$ cat src/rtl/add_responder.sv
// Operand/sum responder: accepts (a, b) pairs, stores {a, b, a+b} in a small FIFO
// and returns them in order over a second valid/ready handshake.
module add_responder #(
    parameter int WIDTH = 4,
    parameter int DEPTH = 4,
    parameter int CNT_W = 16
) (
    input  logic                       clk,
    input  logic                       rst_n,
    input  logic                       in_valid,
    output logic                       in_ready,
    input  logic [WIDTH-1:0]           in_a,
    input  logic [WIDTH-1:0]           in_b,
    input  logic                       flush,
    output logic                       out_valid,
    input  logic                       out_ready,
    output logic [WIDTH-1:0]           out_a,
    output logic [WIDTH-1:0]           out_b,
    output logic [WIDTH:0]             out_y,
    output logic [$clog2(DEPTH):0]     level,
    output logic [CNT_W-1:0]           txn_count
);

    localparam int PTR_W = $clog2(DEPTH);
    localparam int LVL_W = PTR_W + 1;
    localparam logic [LVL_W-1:0] DEPTH_LVL = LVL_W'(DEPTH);
    localparam logic [PTR_W-1:0] PTR_ONE   = PTR_W'(1);
    localparam logic [LVL_W-1:0] LVL_ONE   = LVL_W'(1);
    localparam logic [CNT_W-1:0] CNT_ONE   = CNT_W'(1);

    logic [WIDTH-1:0] a_mem [DEPTH];
    logic [WIDTH-1:0] b_mem [DEPTH];
    logic [WIDTH:0]   y_mem [DEPTH];

    logic [PTR_W-1:0] wr_ptr_reg;
    logic [PTR_W-1:0] rd_ptr_reg;
    logic [LVL_W-1:0] level_reg;
    logic [CNT_W-1:0] txn_count_reg;

    logic             push_en;
    logic             pop_en;
    logic [WIDTH:0]   sum_next;
    logic [LVL_W-1:0] level_next;

    // Handshake readiness depends only on stored occupancy, never on out_ready.
    assign in_ready  = (level_reg < DEPTH_LVL);
    assign out_valid = (level_reg != '0);

    // Flush wins over both handshakes; a pair offered alongside flush is dropped.
    assign push_en  = in_valid && in_ready && !flush;
    assign pop_en   = out_valid && out_ready && !flush;
    assign sum_next = {1'b0, in_a} + {1'b0, in_b};

    always_comb begin
        level_next = level_reg;
        if (push_en && !pop_en) begin
            level_next = level_reg + LVL_ONE;
        end else if (pop_en && !push_en) begin
            level_next = level_reg - LVL_ONE;
        end
    end

    always_ff @(posedge clk or negedge rst_n) begin
        if (!rst_n) begin
            wr_ptr_reg    <= '0;
            rd_ptr_reg    <= '0;
            level_reg     <= '0;
            txn_count_reg <= '0;
        end else if (flush) begin
            wr_ptr_reg <= '0;
            rd_ptr_reg <= '0;
            level_reg  <= '0;
        end else begin
            if (push_en) begin
                wr_ptr_reg    <= wr_ptr_reg + PTR_ONE;
                txn_count_reg <= txn_count_reg + CNT_ONE;
            end
            if (pop_en) begin
                rd_ptr_reg <= rd_ptr_reg + PTR_ONE;
            end
            level_reg <= level_next;
        end
    end

    // Storage needs no reset: its contents are only observable while level is non-zero.
    always_ff @(posedge clk) begin
        if (push_en) begin
            a_mem[wr_ptr_reg] <= in_a;
            b_mem[wr_ptr_reg] <= in_b;
            y_mem[wr_ptr_reg] <= sum_next;
        end
    end

    assign out_a     = out_valid ? a_mem[rd_ptr_reg] : '0;
    assign out_b     = out_valid ? b_mem[rd_ptr_reg] : '0;
    assign out_y     = out_valid ? y_mem[rd_ptr_reg] : '0;
    assign level     = level_reg;
    assign txn_count = txn_count_reg;

endmodule

$ cat config.mk
export PLATFORM = sky130hd
export DESIGN_NAME = add_responder
export DESIGN_NICKNAME = d
export VERILOG_FILES = /design/src/rtl/add_responder.sv
export SDC_FILE = /design/constraint.sdc
export NUM_CORES = 1
export LEC_CHECK = 0
export CAP_MARGIN = 20
export CORE_MARGIN = 1.5
export CORE_UTILIZATION = 50
export CTS_CLUSTER_SIZE = 14
export DETAILED_ROUTE_END_ITERATION = 16
export DONT_BUFFER_PORTS = 1
export HOLD_SLACK_MARGIN = 0.15
export SYNTH_ARGS = -nofsm -noshare
export SYNTH_HDL_FRONTEND = slang
export SYNTH_SLANG_ARGS = --single-unit
$ cat constraint.sdc
create_clock -name clk -period 2.8 [get_ports clk]
set_input_delay 0.42 -clock clk [delete_from_list [all_inputs] [get_ports clk]]
set_output_delay 0.42 -clock clk [all_outputs]
set_load 0.02 [all_outputs]
==> summary.md, run 1 <==
| Metric | Value |
|---|---|
| Share of power burned in registers | 45.9% |
| Largest register FFs | 20 |
| Clock latency at the later pin of the worst-skew pair | around 350 ps |
| Syn_nets | between 200 and 250 |
| Cell Area, Synth | 3390 um2 |
| Grt met2 use | 29.7% |
| Detailed Routing Iterations Pass 1 | 10 |
| Htree depth | 3 |
| Slew margin rel. | 55.4% |
| Die Ht | 85.4 um |
| Comb pwr share | 27.6% |
| Post-cts sizing count | 0 |
| Floorplan row count | 29 |
| Number of global-route vias before repair | around 1900 |
| Outcome | finished, violations left |
| Internal power | 2.21 mW |
| Grt met3 use | under 10% |
| Max rail drop VDD | between 400 and 500 uV |
| Endpoint, Worst Hold | level[2] |
| Top reg by flops | y_mem |
| All-Layer GR Usage | 17.5% |
| First-pass GRT wire length | 9400 um |
| Nets | 266 |
| Root Driver | clkbuf_8 |
| Post-CTS Hold Fix Bufs | 2 |
| Max clock buf depth | 2 |
| Warnings, synthesis | 0 |
| R2r worst-path depth | 7 |
| Static Leak | between 1 and 1.5 nW |
| Tcrit/Tclk final | 88.6% |
| DR WL/cell | roughly 18 um |
| Commonest non-fill, non-tap cell in the layout | edfxtp_1 |
| GR peak layer | met2 |
| Commonest cells after routing, fill and taps aside | edfxtp_1, dfrtp_1, and2_1 |
| Placed insts | slightly below 300 |
| FF-to-FF End | level[1] |
| Worst path cell trace | or3_1, nand2_1, and2_1, fa_1, nand3b_1, a31oi_1, a2111oi_0 |
| RSZ-0062 raised after global routing | false |
| Vias | 1826 |
| Switching Share | 33.9% |
| Vias per cell | between 5 and 6 |
| Sw power | 1.13 mW |
| Area Growth Syn to Fin | 12.3% |
| #FFs+latches synth | 75 |
| Worst hold path depth | 2 |
| CP startpoint kind | flop |
| Initial antenna violation count | 0 |
| Fmax | 403 MHz |
| Endpoints failing hold | 0 |
| TritonCTS Sinks | 75 |
| Worst hold start | out_ready |
| DP Wirelength | ~3800 um |
| R2r startpoint | level[2] |
| WP data required | 3000 ps |
| Overall power | 3.34 mW |
| Die area | roughly 7300 um2 |
| Delay-heaviest family, CP | simple AND/OR/NAND/NOR gates |
| CTS tree | yes |
| Initial Util | 52.6% |
| Post-synthesis cell count | 222 |
| Worst reg-to-reg setup slack | 320 ps |
| Worst EP arrival | 2680 ps |
| RD Place Congestion | approximately 0.82 |
| Core area | 6460 um2 |
| Fill cells | 521 |
| Slowest stage cell, crit path | dfrtp_1 |
| Endpoints failing setup | 0 |
| Routed Antenna Nets | 0 |
| Worst-path clk slew | approximately 70 ps |
| CP endpoint kind | flop |
| IO Port Bufs | 0 |
| Max Cap Viol | 0 |
| Unique masters post-synth | 37 |
| Syn Area/Cell | 15.3 um2 |
| Worst Tran Pin Value | 669 ps |
| Total congestion overflow | 0 |
| Final min period | 2480 ps |
| Failing checks | design-rule violations |
| Clock share of power | 26.6% |
| DRC viols | 2 |
| N_diodes | 0 |
| CP bufs+invs | 0 |
| Die width | roughly 85 um |
| Max incr delay on CP | about 540 ps |
| Clock skew | 7.46 ps |
| Cts bufs inserted | 9 |
| Share of post-route cells with drive strength above 1 | roughly 18% |
| PwrDens | 875 nW/um2 |
| TNS Setup | 0 ps |
| # IOs | 47 |
| Final Non-Filler Cells | between 300 and 400 |
| Routed wire length | 5940 um |
| Max FO, Critical Path | 10 |
| Placed Area | 3480 um2 |
| Starting DRT DRC Count | around 130 |
| Post CTS Setup Buffer Count | 0 |
| Largest net degree at the start of global routing | 24 |
| Register area share after synthesis | a little over three fifths |
| Met1 usage | 20.4% |
| Slew Viols, Final | 0 |
| Final instance area | 3810 um2 |
| Critical setup path kind | reg2reg |
| Worst hold path class | in2reg |
==> cell families (layout without fill, tap and decap cells) <==
kind of cell	after synthesis	count (layout)	synth area share (%)
AO/OA/AOI/OAI	13	13	2.36
XOR/XNOR	22	22	5.68
adder cells (fa/ha/maj)	11	11	4.50
buffers and inverters	20	45	3.10
flip-flops	75	75	63.0
multiplexers	14	14	8.96
AND/OR/NAND/NOR	67	67	12.5
==> cell type report <==
type / count / area [um2] / share of cell area, %
sequential: 75 / 2140 / 56.0
multi-input combinational: 127 / 1150 / 30.2
tap: 77 / 96.3 / 2.53
timing repair buffer: 17 / 173 / 4.53
inverter: 12 / 45.0 / 1.18
clock buffer: 11 / 131 / 3.44
clock inverter: 5 / 78.8 / 2.07
==> through the flow <==
step                setup WS (ps)  hold WS [ps]  utilization (%)
floorplan                     511           124                -
global placement              515           125             53.8
detailed placement            330           125             53.8
CTS                           311           152             57.4
global route                  119           284             59.0
finish                        321           290             59.0
==> power groups by stage <==
stage	logic, mW	registers (mW)	clock network, mW
after floorplan	0.789	1.51	0
after global placement	0.880	1.55	0
after detailed placement	0.904	1.56	0
after CTS	0.919	1.53	0.907
after global routing	1.00	1.55	0.956
final	0.920	1.53	0.887
==> metal layers <==
layer,part of all wire (%),up-vias
met5,0,-
met2,52,60
met3,6.0,11
met1,40,915
li1,-,840
met4,1.3,0
==> how the worst max path moves through the flow <==
stage                   from  slack (ps)  cells after the start  endpoint
floorplan           level[2]         510                      8  level[1]
global placement    level[2]         510                      7  level[1]
detailed placement  level[2]         330                      7  level[1]
CTS                 level[2]         310                      7  level[1]
global route        level[2]         120                      7  level[1]
finish              level[2]         320                      7  level[1]
==> synth_stat cells <==
master,instances,share of area (%)
nor2_1,11,1.2
or3_1,2,0.37
xor2_1,12,3.1
and4bb_2,1,0.37
nand4_1,5,0.92
nand3_1,3,0.44
a21oi_1,5,0.74
nand2b_1,1,0.18
fa_1,2,1.2
nor4_4,1,0.63
mux2_2,1,0.33
nand2_1,11,1.2
edfxtp_1,52,46
or2b_1,1,0.22
a21o_1,1,0.22
and4_4,1,0.33
a2bb2oi_1,1,0.26
xnor2_1,10,2.6
buf_4,1,0.22
buf_2,3,0.44
clkbuf_1,1,0.11
nor2b_1,3,0.55
ha_1,9,3.3
nor3_2,4,1.2
dfrtp_1,23,17
o21ai_0,2,0.29
a2111oi_0,1,0.26
inv_1,12,1.3
nand3b_1,1,0.22
o211ai_1,1,0.22
a31oi_1,2,0.37
nand4_4,1,0.63
and2b_4,1,0.29
and2_1,19,3.5
and3_1,1,0.18
buf_6,3,1.0
mux4_2,13,8.6
==> worst reg2reg max path: cells and delay by family, from the launching register on <==
family          cells  cell delay (ps)
simple gates        4              820
flops               1              540
compound gates      2              530
fa+ha+maj           1              450
Note: power is estimated with default switching activity, not from simulation.
==> run 2, diff against run 1 <==
Settings changed: SKIP_LAST_GASP set to 1.
==> results of run 2 <==
The final DEF is identical to that of run 1; final timing and power are the same.
==> run 3, diff against run 2 <==
Settings changed: SETUP_SLACK_MARGIN set to 0.02.
==> results of run 3 <==
The final DEF is identical to that of run 1; final timing and power are the same.
